--- src/rtl/dut_mac_pkg.sv ---
// Shared types and helpers for the dut_mac_pipe multiply(-accumulate) pipeline.
// Accumulation is enabled by defining the DUT_MAC_ACC_EN macro.
package dut_mac_pkg;

  localparam int MAC_MAX_STAGE = 8;
  localparam int MAC_EXT_W     = 64;

  // Per-stage control bundle that travels alongside the product.
  typedef struct packed {
    logic vld;
    logic first;
    logic last;
  } mac_tag_t;

  // Treats the low src_w bits of v as the value and sign- or zero-extends it
  // to MAC_EXT_W bits. The caller truncates the result to its own width.
  function automatic logic [MAC_EXT_W-1:0] mac_ext(
    input logic [MAC_EXT_W-1:0] v,
    input int                   src_w,
    input logic                 sgn
  );
    logic [MAC_EXT_W-1:0] keep;
    logic [MAC_EXT_W-1:0] sh;
    logic                 msb;
    keep = (src_w >= MAC_EXT_W) ? '1 : ((64'd1 << src_w) - 64'd1);
    sh   = v >> (src_w - 1);
    msb  = sgn & sh[0];
    return (v & keep) | (msb ? ~keep : '0);
  endfunction

endpackage

--- src/rtl/dut_mac_pipe_mul.sv ---
// Multiply pipeline: operand registers followed by product registers, all
// sharing one advance enable. ACC_TAP=1 drops the last register so that an
// external accumulator can act as the final stage.
module dut_mac_pipe_mul
  import dut_mac_pkg::*;
#(
  parameter int DIN0_WIDTH = 12,
  parameter int DIN1_WIDTH = 10,
  parameter int NUM_STAGE  = 3,
  parameter int SIGNED     = 0,
  parameter int ACC_TAP    = 0
) (
  input  logic                             clk_i,
  input  logic                             rst_i,
  input  logic                             adv_i,
  input  logic [DIN0_WIDTH-1:0]            din0_i,
  input  logic [DIN1_WIDTH-1:0]            din1_i,
  input  mac_tag_t                         tag_i,
  output logic [DIN0_WIDTH+DIN1_WIDTH-1:0] prod_o,
  output mac_tag_t                         tag_o
);

  localparam int PW   = DIN0_WIDTH + DIN1_WIDTH;
  localparam int NREG = NUM_STAGE - ACC_TAP;

  // Extending both operands to the full product width makes the low PW bits
  // of the plain product correct for either signedness.
  function automatic logic [PW-1:0] mul_full(
    input logic [DIN0_WIDTH-1:0] a,
    input logic [DIN1_WIDTH-1:0] b
  );
    logic [PW-1:0] ea;
    logic [PW-1:0] eb;
    ea = {{DIN1_WIDTH{(SIGNED != 0) & a[DIN0_WIDTH-1]}}, a};
    eb = {{DIN0_WIDTH{(SIGNED != 0) & b[DIN1_WIDTH-1]}}, b};
    return ea * eb;
  endfunction

  generate
    if (NREG == 0) begin : g_comb
      logic unused_ctl;
      assign unused_ctl = ^{clk_i, rst_i, adv_i};
      assign prod_o     = mul_full(din0_i, din1_i);
      assign tag_o      = tag_i;
    end else begin : g_reg
      logic [DIN0_WIDTH-1:0] a_q;
      logic [DIN1_WIDTH-1:0] b_q;
      mac_tag_t              tag1_q;
      logic [PW-1:0]         prod1;

      // stage 1: operand capture
      always_ff @(posedge clk_i or posedge rst_i) begin
        if (rst_i) begin
          a_q    <= '0;
          b_q    <= '0;
          tag1_q <= '0;
        end else if (adv_i) begin
          a_q    <= din0_i;
          b_q    <= din1_i;
          tag1_q <= tag_i;
        end
      end

      assign prod1 = mul_full(a_q, b_q);

      if (NREG == 1) begin : g_one
        assign prod_o = prod1;
        assign tag_o  = tag1_q;
      end else begin : g_deep
        logic [PW-1:0] prod_q [2:NREG];
        mac_tag_t      tag_q  [2:NREG];

        // stages 2..NREG: product delay line
        always_ff @(posedge clk_i or posedge rst_i) begin
          if (rst_i) begin
            for (int k = 2; k <= NREG; k++) begin
              prod_q[k] <= '0;
              tag_q[k]  <= '0;
            end
          end else if (adv_i) begin
            prod_q[2] <= prod1;
            tag_q[2]  <= tag1_q;
            for (int k = 3; k <= NREG; k++) begin
              prod_q[k] <= prod_q[k-1];
              tag_q[k]  <= tag_q[k-1];
            end
          end
        end

        assign prod_o = prod_q[NREG];
        assign tag_o  = tag_q[NREG];
      end
    end
  endgenerate

endmodule

--- src/rtl/dut_mac_pipe.sv ---
// Pipelined multiplier with ready/valid handshake and clock enable.
// Defining DUT_MAC_ACC_EN turns the final stage into a group accumulator.
module dut_mac_pipe
  import dut_mac_pkg::*;
#(
  parameter int DIN0_WIDTH = 12,
  parameter int DIN1_WIDTH = 10,
  parameter int DOUT_WIDTH = 32,
  parameter int NUM_STAGE  = 3,
  parameter int SIGNED     = 0
) (
  input  logic                  clk,
  input  logic                  reset,
  input  logic                  ce,
  input  logic                  in_valid,
  output logic                  in_ready,
  input  logic [DIN0_WIDTH-1:0] din0,
  input  logic [DIN1_WIDTH-1:0] din1,
  input  logic                  acc_first,
  input  logic                  acc_last,
  output logic                  out_valid,
  input  logic                  out_ready,
  output logic [DOUT_WIDTH-1:0] dout,
  output logic                  ovf
);

  localparam int PW  = DIN0_WIDTH + DIN1_WIDTH;
  localparam int STG = (NUM_STAGE > MAC_MAX_STAGE) ? MAC_MAX_STAGE :
                       (NUM_STAGE < 1) ? 1 : NUM_STAGE;
`ifdef DUT_MAC_ACC_EN
  localparam int ACC_TAP = 1;
`else
  localparam int ACC_TAP = 0;
`endif

  logic                  adv;
  mac_tag_t              tag_in;
  mac_tag_t              mul_tag;
  logic [PW-1:0]         mul_prod;
  logic [DOUT_WIDTH-1:0] prod_ext;

  // The whole pipeline moves in lock-step; no bubble collapsing.
  assign in_ready = !reset && ce && (!out_valid || out_ready);
  assign adv      = in_ready;

  always_comb begin
    tag_in       = '0;
    tag_in.vld   = in_valid;
    tag_in.first = acc_first;
    tag_in.last  = acc_last;
  end

  dut_mac_pipe_mul #(
    .DIN0_WIDTH (DIN0_WIDTH),
    .DIN1_WIDTH (DIN1_WIDTH),
    .NUM_STAGE  (STG),
    .SIGNED     (SIGNED),
    .ACC_TAP    (ACC_TAP)
  ) u_mul (
    .clk_i  (clk),
    .rst_i  (reset),
    .adv_i  (adv),
    .din0_i (din0),
    .din1_i (din1),
    .tag_i  (tag_in),
    .prod_o (mul_prod),
    .tag_o  (mul_tag)
  );

  assign prod_ext = DOUT_WIDTH'(mac_ext(MAC_EXT_W'(mul_prod), PW, SIGNED != 0));

`ifdef DUT_MAC_ACC_EN
  logic [DOUT_WIDTH-1:0] acc_q, acc_d;
  logic                  ovf_q, ovf_d;
  logic                  vld_q, vld_d;
  logic [DOUT_WIDTH:0]   usum;
  logic [DOUT_WIDTH-1:0] sum;
  logic                  add_ovf;
  logic                  loss;

  // A product that does not fit DOUT_WIDTH also makes the group sum wrong,
  // so it raises ovf together with genuine add overflow.
  assign loss = mac_ext(MAC_EXT_W'(mul_prod), PW, SIGNED != 0) !=
                mac_ext(MAC_EXT_W'(prod_ext), DOUT_WIDTH, SIGNED != 0);

  always_comb begin
    usum = {1'b0, acc_q} + {1'b0, prod_ext};
    sum  = usum[DOUT_WIDTH-1:0];
    if (SIGNED != 0) begin
      add_ovf = (acc_q[DOUT_WIDTH-1] == prod_ext[DOUT_WIDTH-1]) &&
                (sum[DOUT_WIDTH-1] != acc_q[DOUT_WIDTH-1]);
    end else begin
      add_ovf = usum[DOUT_WIDTH];
    end
    acc_d = acc_q;
    ovf_d = ovf_q;
    vld_d = vld_q;
    if (adv) begin
      vld_d = mul_tag.vld && mul_tag.last;
      if (mul_tag.vld) begin
        if (mul_tag.first) begin
          acc_d = prod_ext;
          ovf_d = loss;
        end else begin
          acc_d = sum;
          ovf_d = ovf_q | add_ovf | loss;
        end
      end
    end
  end

  // final stage: accumulator
  always_ff @(posedge clk or posedge reset) begin
    if (reset) begin
      acc_q <= '0;
      ovf_q <= 1'b0;
      vld_q <= 1'b0;
    end else begin
      acc_q <= acc_d;
      ovf_q <= ovf_d;
      vld_q <= vld_d;
    end
  end

  assign out_valid = vld_q;
  assign dout      = acc_q;
  assign ovf       = ovf_q;
`else
  logic unused_markers;
  assign unused_markers = ^{mul_tag.first, mul_tag.last};
  assign out_valid      = mul_tag.vld;
  assign dout           = prod_ext;
  assign ovf            = 1'b0;
`endif

endmodule

--- config.mk ---
export PLATFORM = sky130hd
export DESIGN_NAME = dut_mac_pipe
export DESIGN_NICKNAME = d
export VERILOG_FILES = /design/src/rtl/dut_mac_pkg.sv /design/src/rtl/dut_mac_pipe_mul.sv /design/src/rtl/dut_mac_pipe.sv
export SDC_FILE = /design/constraint.sdc
export NUM_CORES = 1
export LEC_CHECK = 0
export ABC_AREA = 1
export BUFFER_PORTS_ARGS = -buffer_cell sky130_fd_sc_hd__buf_2
export CORE_ASPECT_RATIO = 1.25
export CORE_MARGIN = 8
export CORE_UTILIZATION = 50
export CTS_BUF_LIST = sky130_fd_sc_hd__clkbuf_8
export DETAILED_ROUTE_END_ITERATION = 6
export PLACE_DENSITY_LB_ADDON = 0.12
export REMOVE_ABC_BUFFERS = 1
export SYNTH_ARGS = -nofsm -noshare
export SYNTH_HDL_FRONTEND = slang
export SYNTH_SLANG_ARGS = --single-unit
--- constraint.sdc ---
create_clock -name clk -period 10.1 [get_ports clk]
set_input_delay 1.01 -clock clk [delete_from_list [all_inputs] [get_ports clk]]
set_output_delay 1.01 -clock clk [all_outputs]
set_load 0.005 [all_outputs]
==> impl_results.md, run 1 <==
- Outcome: finished clean
- Rel. slew slack: 0.4141
- Final Setup Violations: 0
- Max-Cap Viols: 0
- Setup crit start: u_mul.g_reg.a_q[7]
- RSZ-0062 raised after global routing: no
- Hpwl dp: 11,410 microns
- Post-Syn Instances: 940
- Row count: a little under 50
- Yosys top cell area share: 0.2417
- 1st-iter DRT viols: between 200 and 300
- Least-Margin Pin Slew: around 0.88 ns
- Final nets: ~1,100
- WHS Path Cells: 2
- Mapped Area: about 7100 sq um
- Final Max Slew Viols: 0
- Initial antenna violation count: 0
- Post-layout min period: 4.967 ns
- Root Buffer: clkbuf_8
- GR Util All Layers: 0.1809
- IO Count: 64
- Synth top area cells: dfrtp_1 (24%), fa_1 (22%), nand2_1 (19%)
- Max frequency: 201.3 MHz
- Compound-gate portion of the synthesized area: 0.03276
- Most common cell in the netlist: nand2_1
- Reg2Reg Setup Slack: roughly 5 ns
- Postcts setup bufs: 0
- Asr flop ratio synth: 1.000
- Area delta synth->final: 4.467%
- Share of post-route cells with drive strength above 1: 0.09263
- CTS Buf Count: 9
- Post-DR vias/cell: 4.769
- Die X: 122.9 microns
- Sum Neg Setup Slack: 0 ns
- Data arrival time of the critical path: about 5.3 ns
- Area share of and/or/nand/nor cells after synthesis: 0.2380
- Die Height: between 100 and 150 microns
- Final period util: 0.4918
- Hold endpoint: u_mul.prod_o[6]
- CTS tree: done
- Synth cell types: 31
- Multiplexer area fraction after synthesis: 0
- Routability Congestion: approximately 0.9
- Starting density of the core: 0.5044
- Largest family of logic cells by synthesized area: adder cells
- Drt wl/cell: 13.34 microns
- CP Class: register to register
- Clock latency at the later pin of the worst-skew pair: approximately 0.37 ns
- CP startpoint kind: register
- Post_cts resized: 0
- Hold path startpoint: u_mul.prod_o[6]
- CTS sink cnt: 69
- Clock Tree Buf Depth: 2
- Routed WL: about 15,000 microns
- Largest net degree at the start of global routing: 70
- R2R Path Start: u_mul.g_reg.a_q[7]
- # hold bufs at CTS: 0
- Synth warn: 0
- First-pass GRT wire length: 26,510 microns
- Yosys reg bits: 69
- Antenna-violating nets left: 0
- Post-Synth Adder-Cell Area: 0.3184
- Critical Path RT: 10.42 ns
- Grt total ovfl: 0
- Number of global-route vias before repair: between 5,000 and 6,000
- Inserted Diodes: 0
- Final setup skew: between 0.015 and 0.02 ns
- Max FO, Critical Path: 11
- Initial DRT Pass Iterations: 4
- Post-synth top area cell: dfrtp_1
- Reg2Reg Depth: 21
- Hold Path Class: register to register
- Syn avg cell area: between 7 and 8 sq um
- Die Area: approximately 18,000 sq um
- Filler cells: 1,397
- Clock transition at path regs: 0.09 ns
- Number of synthesized flops with an enable pin: 0
- I/O Buffers: 50
- Xor-xnor portion of the synthesized cell area: 0.007357
- Critical Path Sink Type: register
- Core Region: roughly 14,000 sq um
- Total number of vias: around 5,400
- DRC: 0
- FF-to-FF End: u_mul.g_reg.g_deep.prod_q[41]
- Post-synth top flop: dfrtp_1
- Sequential area share after synthesis: 0.2417
- Depth of the CTS H-tree: 3
- Top cells by count, synth: nand2_1 (354), inv_1 (190), fa_1 (78)
- Final Hold Viols: 0
-- critical path: stages, from the launching register on --
cell	delay [ns]
dfrtp_1	0.66
nand2_1	0.16
fa_1	0.57
inv_1	0.05
fa_1	0.49
inv_1	0.05
fa_1	0.53
inv_1	0.06
fa_1	0.48
inv_1	0.06
fa_1	0.48
inv_1	0.04
ha_1	0.34
nand2_1	0.10
nand2_1	0.07
a21oi_1	0.23
nand3_2	0.16
nand2_1	0.11
nand2_1	0.05
nand2_1	0.05
nand3_1	0.08
nand2_1	0.09
-- routing by layer --
layer  routed length [microns]  GRT usage
met5                         0          0
met4                       233    0.05498
met3                       637    0.02869
met2                      7148     0.2917
met1                      7027     0.2440
-- state kept, by name, indices dropped and copies added, names as in the netlist --
register,flops
u_mul.g_reg.tag1_q,1
u_mul.tag_o,1
u_mul.g_reg.g_deep.prod_q,22
u_mul.g_reg.g_deep.tag_q,1
u_mul.g_reg.b_q,10
u_mul.g_reg.a_q,12
u_mul.prod_o,22
-- stage by stage --
| stage | utilization | worst slack [ns] | hold WS [ns] | cells | cell area (sq um) |
|---|---|---|---|---|---|
| final | 0.5269 | 5.133 | 0.4734 | 1128 | 7462 |
| after global routing | 0.5269 | 4.860 | 0.4940 | 1128 | 7462 |
| after CTS | 0.5269 | 5.128 | 0.4745 | 1128 | 7462 |
| after detailed placement | 0.5122 | 5.130 | 0.4529 | 1112 | 7254 |
| after global placement | 0.5122 | 5.180 | 0.4510 | 1112 | 7254 |
| after floorplan | - | 5.648 | 0.4422 | 881 | 6754 |
-- worst max path at each step --
stage                                    endpoint  slack, ns  depth (start not counted)
floorplan           u_mul.g_reg.g_deep.prod_q[33]       5.65                         19
global placement    u_mul.g_reg.g_deep.prod_q[41]       5.18                         18
detailed placement  u_mul.g_reg.g_deep.prod_q[41]       5.13                         18
CTS                 u_mul.g_reg.g_deep.prod_q[41]       5.13                         19
global route        u_mul.g_reg.g_deep.prod_q[41]       4.86                         19
finish              u_mul.g_reg.g_deep.prod_q[41]       5.13                         21
-- kinds of logic after synthesis --
kind of cell | Yosys count
xor+xnor | 6
flops | 69
simple gates | 422
buf+inv | 262
other cells | 1
fa+ha+maj | 135
compound gates | 45
-- area by class of cell --
type	count	area, sq um	share of cell area
well taps	178	222.7	0.02985
clock buffers	10	137.6	0.01844
inverters	193	724.4	0.09708
multi-input cells	619	4308	0.5773
clock inverters	6	70.07	0.009390
flip-flops and latches	69	1727	0.2314
repair buffers	53	272.8	0.03655
-- placed cells by master, fill, tap and decap left out, types with 10 or more instances in the layout --
cell type	count
clkbuf_8	10
nand2_1	354
conb_1	11
o21ai_0	21
nor2_1	17
inv_1	189
buf_2	50
nand3_1	24
ha_1	57
fa_1	78
dfrtp_1	69
a21oi_1	15
Power of run 1 is not shown: default switching activity piles up to over one toggle a cycle in this logic, so the estimate is an artifact.
==> run 2, diff against run 1 <==
- clock period: 10.1 -> 4.8 ns (I/O delays scaled with it)
==> run 2 against run 1 <==
Wire length is 1.2% higher. Clock-buffer cell count fell by 1. Die area unchanged. Maximum frequency up 8.7%. Core utilization grew 2.7 points. Worst setup slack got worse by 4.9 ns. Highest routed layer unchanged.
==> impl_results.md, run 2 (synthesized netlist as in run 1, its figures left out) <==
- Worst Path Buf+Inv: 6
- DRC: 0
- Clock transition at path regs: around 0.09 ns
- Post-layout min period: around 4.6 ns
- CP startpoint kind: register
- # hold bufs at CTS: 0
- Outcome: finished clean
- Worst path top cell family by delay: adder cells
- CTS Buf Count: 9
- Clock latency at the later pin of the worst-skew pair: between 0.3 and 0.4 ns
- Reg2Reg Depth: 21
- Critical Path Sink Type: register
- Grt total ovfl: 0
- CP max stage delay: 0.53 ns
- Initial DRT Pass Iterations: 4
- Final Max Slew Viols: 0
- Inserted Diodes: 0
- Root Buffer: clkbuf_8
- Reg2Reg Setup Slack: between 0.2 and 0.25 ns
- 1st-iter DRT viols: 259
- Postcts setup bufs: 0
- Routed WL: around 15,000 microns
- Die Area: 18,390 sq um
- Die X: about 120 microns
- Starting density of the core: 0.5044
- Max frequency: roughly 220 MHz
- Max-Cap Viols: 0
- Crit path cell chain: buf_4, nand2_1, inv_1, fa_1, fa_1, inv_1, fa_1, inv_1, fa_1, inv_1, fa_1, inv_1, ha_4, nand2_1, nor2_1, nand2_1, nand3b_1, nand3_1, nand2_1, nand3_1, nand2_1
- Critical path's slowest cell: fa_1
- Drt wl/cell: about 13 microns
- Data arrival time of the critical path: 4.83 ns
- Clock Tree Buf Depth: 2
- Hold Path Class: input port to async pin
- Most common cell after layout, fill and taps aside: nand2_1
- Final Setup Violations: 0
- Total number of vias: 5,422
- CP Class: register to register
- Max FO, Critical Path: 6
- Critical Path RT: roughly 5.1 ns
- Routability Congestion: roughly 0.90
- Post-DR vias/cell: roughly 4.7
- Final setup skew: approximately 0.015 ns
- FF-to-FF End: u_mul.g_reg.g_deep.prod_q[43]
- Rel. slew slack: 0.5028
- Initial antenna violation count: 0
- Least-Margin Pin Slew: approximately 0.75 ns
- R2R Path Start: u_mul.g_reg.b_q[4]
- Final nets: around 1,100
- Area delta synth->final: 9.809%
- Die Height: between 100 and 150 microns
- Final Hold Viols: 0
- IO Count: 64
- Commonest non-fill, non-tap cells in the layout: nand2_1 (351), inv_1 (189), fa_1 (78)
- Antenna-violating nets left: 0
- Util after Layout: 0.5538
- I/O Buffers: 50
- Row count: 49
- Core Region: approximately 14,000 sq um
- Largest net degree at the start of global routing: 73
- First-pass GRT wire length: between 20,000 and 30,000 microns
- Depth of the CTS H-tree: 3
- Hpwl dp: 12,160 microns
- Final period util: 0.9523
- RSZ-0062 raised after global routing: yes
- GR Util All Layers: 0.1845
- Number of global-route vias before repair: 5,657
- CTS sink cnt: 69
- Share of post-route cells with drive strength above 1: 0.1450
- CTS tree: done
- Filler cells: roughly 1,400
run 2: layout make-up:
class                   instances  area, sq um  area share
flip-flops and latches         69         1738      0.2216
repair buffers                 89        555.5     0.07082
multi-input cells             619         4374      0.5577
inverters                     193        724.4     0.09236
well taps                     178        222.7     0.02839
clock buffers                   9        123.9     0.01579
clock inverters                 7        105.1     0.01340
run 2: timing repair:
action,CTS,global route
endpoints found under the setup margin,0,13
resized for setup,0,25
hold endpoints to repair,0,0
run 2: layer usage:
layer,wire length (microns),up-vias,track usage
met4,359,0,0.06781
met2,7357,82,0.3040
li1,-,2791,-
met1,7009,2522,0.2386
met3,506,27,0.02907
met5,0,-,0
run 2: worst max path at each step:
stage	startpoint	to	slack, ns	cells past startpoint
floorplan	u_mul.g_reg.b_q[1]	u_mul.g_reg.g_deep.prod_q[33]	0.35	19
global placement	u_mul.g_reg.a_q[7]	u_mul.g_reg.g_deep.prod_q[33]	0.09	19
detailed placement	u_mul.g_reg.a_q[7]	u_mul.g_reg.g_deep.prod_q[33]	0.06	18
CTS	u_mul.g_reg.a_q[7]	u_mul.g_reg.g_deep.prod_q[33]	0.01	18
global route	u_mul.g_reg.b_q[4]	u_mul.g_reg.g_deep.prod_q[33]	-0.03	20
finish	u_mul.g_reg.b_q[4]	u_mul.g_reg.g_deep.prod_q[43]	0.23	21
run 2: stage by stage:
stage | setup WS, ns | setup TNS, ns | cell area (sq um) | instances | hold WS (ns)
6_report | 0.2288 | 0 | 7844 | 1164 | 0.1892
5_1_grt | -0.02566 | -0.02566 | 7844 | 1164 | 0.2299
4_1_cts | 0.009547 | 0 | 7766 | 1164 | 0.1933
3_5_place_dp | 0.05890 | 0 | 7537 | 1148 | 0.4528
3_3_place_gp | 0.09272 | 0 | 7537 | 1148 | 0.4505
2_1_floorplan | 0.3480 | 0 | 6754 | 881 | 0.4422
Power of run 2 is left out for the same reason.
==> run 3, diff against run 2 <==
- ABC_AREA: 1 -> 0
==> run 3 against run 2 <==
The flow now finishes with violations (setup timing). Global-route usage fell by 0.31 points. Flip-flop and latch count stayed put. Synthesized area down 4.3%. Worst setup slack got worse by 0.24 ns. Critical path depth fell by 5. Clock-buffer cell count stayed put. Final area up 2.7%. Synthesized cell count fell by 17%.
==> impl_results.md, run 3 <==
- CP Class: register to register
- Yosys top cell area share: 0.2526
- Starting density of the core: 0.5036
- Final Max Slew Viols: 0
- Synth warn: 0
- Commonest non-fill, non-tap cells in the layout: nand2_1 (213), inv_1 (77), fa_1 (76)
- RSZ-0062 raised after global routing: yes
- GR Util All Layers: 0.1813
- Asr flop ratio synth: 1.000
- Die Height: around 150 microns
- Hold Path Class: input port to register
- Final period util: 1.002
- CTS tree: done
- Data arrival time of the critical path: a little over 5 ns
- Least-Margin Pin Slew: approximately 1.0 ns
- Die X: approximately 120 microns
- Most common cell in the netlist: nand2_1
- Grt total ovfl: 0
- Synth top area cells: dfrtp_1 (25%), fa_1 (23%), nand2_1 (12%)
- Rel. slew slack: 0.3331
- Clock transition at path regs: about 0.090 ns
- Hold path startpoint: in_valid
- Antenna-violating nets left: 0
- Core Region: about 14,000 sq um
- Inserted Diodes: 0
- Max frequency: just over 200 MHz
- Initial DRT Pass Iterations: 4
- Initial antenna violation count: 0
- Depth of the CTS H-tree: 3
- Clock latency at the later pin of the worst-skew pair: around 0.38 ns
- Critical Path RT: between 5 and 6 ns
- Mapped Area: around 6800 sq um
- CTS sink cnt: between 60 and 70
- Post-layout min period: 4.809 ns
- Root Buffer: clkbuf_8
- CP startpoint kind: register
- CTS Buf Count: 9
- Final nets: around 1,000
- Outcome: finished, violations left
- Synth cell types: 49
- Post-Syn Instances: 780
- Drt wl/cell: roughly 15 microns
- Post-DR vias/cell: slightly above 5
- Final Hold Viols: 0
- Largest net degree at the start of global routing: between 80 and 90
- Critical Path Sink Type: register
- Routability Congestion: roughly 0.84
- Syn avg cell area: ~8.8 sq um
- Max FO, Critical Path: 5
- # hold bufs at CTS: 0
- Setup crit start: u_mul.g_reg.b_q[4]
- Total number of vias: around 5,200
- Area delta synth->final: 17.88%
- Die Area: between 15,000 and 20,000 sq um
- DRC: 0
- Post-synth top area cell: dfrtp_1
- 1st-iter DRT viols: roughly 280
- Number of synthesized flops with an enable pin: 0
- Final Setup Violations: 1
- IO Count: 64
- Most common cell after layout, fill and taps aside: nand2_1
- Max-Cap Viols: 0
- Row count: 48
- Routed WL: ~16,000 microns
- Top cells by count, synth: nand2_1 (221), inv_1 (86), fa_1 (78)
- Share of post-route cells with drive strength above 1: 0.2409
- Worst hold margin: about 0.29 ns
- First-pass GRT wire length: between 20,000 and 30,000 microns
- Post-synth top flop: dfrtp_1
- Clock Tree Buf Depth: 2
- I/O Buffers: 50
- Setup WS post-layout: -0.009052 ns
- Yosys reg bits: 69
- R2R Path Start: u_mul.g_reg.b_q[4]
- Violated checks: setup timing
- Number of global-route vias before repair: approximately 5,500
- Final setup skew: approximately 0.015 ns
- Hpwl dp: ~11,000 microns
- Filler cells: ~1,300
- Sequential area share after synthesis: 0.2526
-- run 3: changes by cell type after synthesis, sizes merged, moves of 9 or more --
cell | before | now
nor2 | 22 | 11
clkbuf | 25 | 34
and2 | 1 | 73
nand3 | 28 | 5
inv | 193 | 86
nand2 | 358 | 221
-- run 3: kinds of logic (layout without fill, tap and decap cells) --
kind of cell / Yosys count / in the layout / share of synthesized area
adder cells (fa/ha/maj): 135 / 135 / 0.3328
XOR/XNOR: 17 / 17 / 0.02178
other: 1 / 11 / 0.0005486
flip-flops: 69 / 69 / 0.2526
AO/OA/AOI/OAI: 73 / 73 / 0.07231
AND/OR/NAND/NOR: 328 / 328 / 0.2154
buffers and inverters: 157 / 214 / 0.1045
-- run 3: worst paths after layout --
path / slack (ns) / cells past startpoint / to
hold reg to reg: 0.46 / 2 / u_mul.prod_o[8]
max in group asynchronous: 3.75 / 3 / u_mul.g_reg.b_q[8]
min in group asynchronous: 0.38 / 3 / u_mul.g_reg.tag1_q[2]
hold / removal: 0.29 / 3 / u_mul.g_reg.tag1_q[2]
setup / recovery: -0.009 / 16 / u_mul.g_reg.g_deep.prod_q[43]
setup reg to reg: -0.009 / 16 / u_mul.g_reg.g_deep.prod_q[43]
-- run 3: per-layer routing --
layer / part of all wire / GRT usage
met5: 0 / 0
met4: 0.019 / 0.06199
met3: 0.028 / 0.03187
met2: 0.55 / 0.3208
met1: 0.41 / 0.2153
-- run 3: cell type report --
| cell class | instances | area, sq um | area share |
|---|---|---|---|
| flip-flops and latches | 69 | 1734 | 0.2152 |
| well taps | 175 | 219.0 | 0.02717 |
| multi-input cells | 564 | 4825 | 0.5988 |
| clock buffers | 9 | 123.9 | 0.01537 |
| clock inverters | 7 | 57.56 | 0.007143 |
| inverters | 86 | 322.8 | 0.04006 |
| repair buffers | 112 | 775.7 | 0.09627 |
-- run 3: timing repair --
| action | CTS | global route |
|---|---|---|
| buffers inserted | 5 | 8 |
| resized for setup | 25 | 76 |
| pin swaps | 11 | 47 |
| endpoints found under the setup margin | 12 | 12 |
-- run 3: per-stage QoR --
stage	cells	setup TNS, ns	area [sq um]	utilization	worst slack [ns]
2_1_floorplan	719	-24.19	6481	-	-0.9118
3_3_place_gp	994	-1.060	7337	0.5406	-0.1467
3_5_place_dp	994	-1.492	7337	0.5406	-0.1767
4_1_cts	1015	-0.01291	7670	0.5651	-0.01291
5_1_grt	1022	-1.052	8058	0.5937	-0.1502
6_report	1022	-0.009052	8058	0.5937	-0.009052
-- run 3: worst max-delay path, cell delays in order, from the launching register on --
cell,delay [ns]
dfrtp_1,0.42
buf_6,0.14
buf_4,0.14
and2_4,0.13
fa_1,0.55
inv_2,0.04
fa_1,0.49
inv_2,0.04
fa_2,0.57
fa_1,0.47
ha_4,0.27
ha_4,0.28
a211oi_1,0.07
or3_4,0.35
a311o_1,0.38
a31oi_1,0.19
o221ai_1,0.13
Power of run 3 is left out for the same reason.
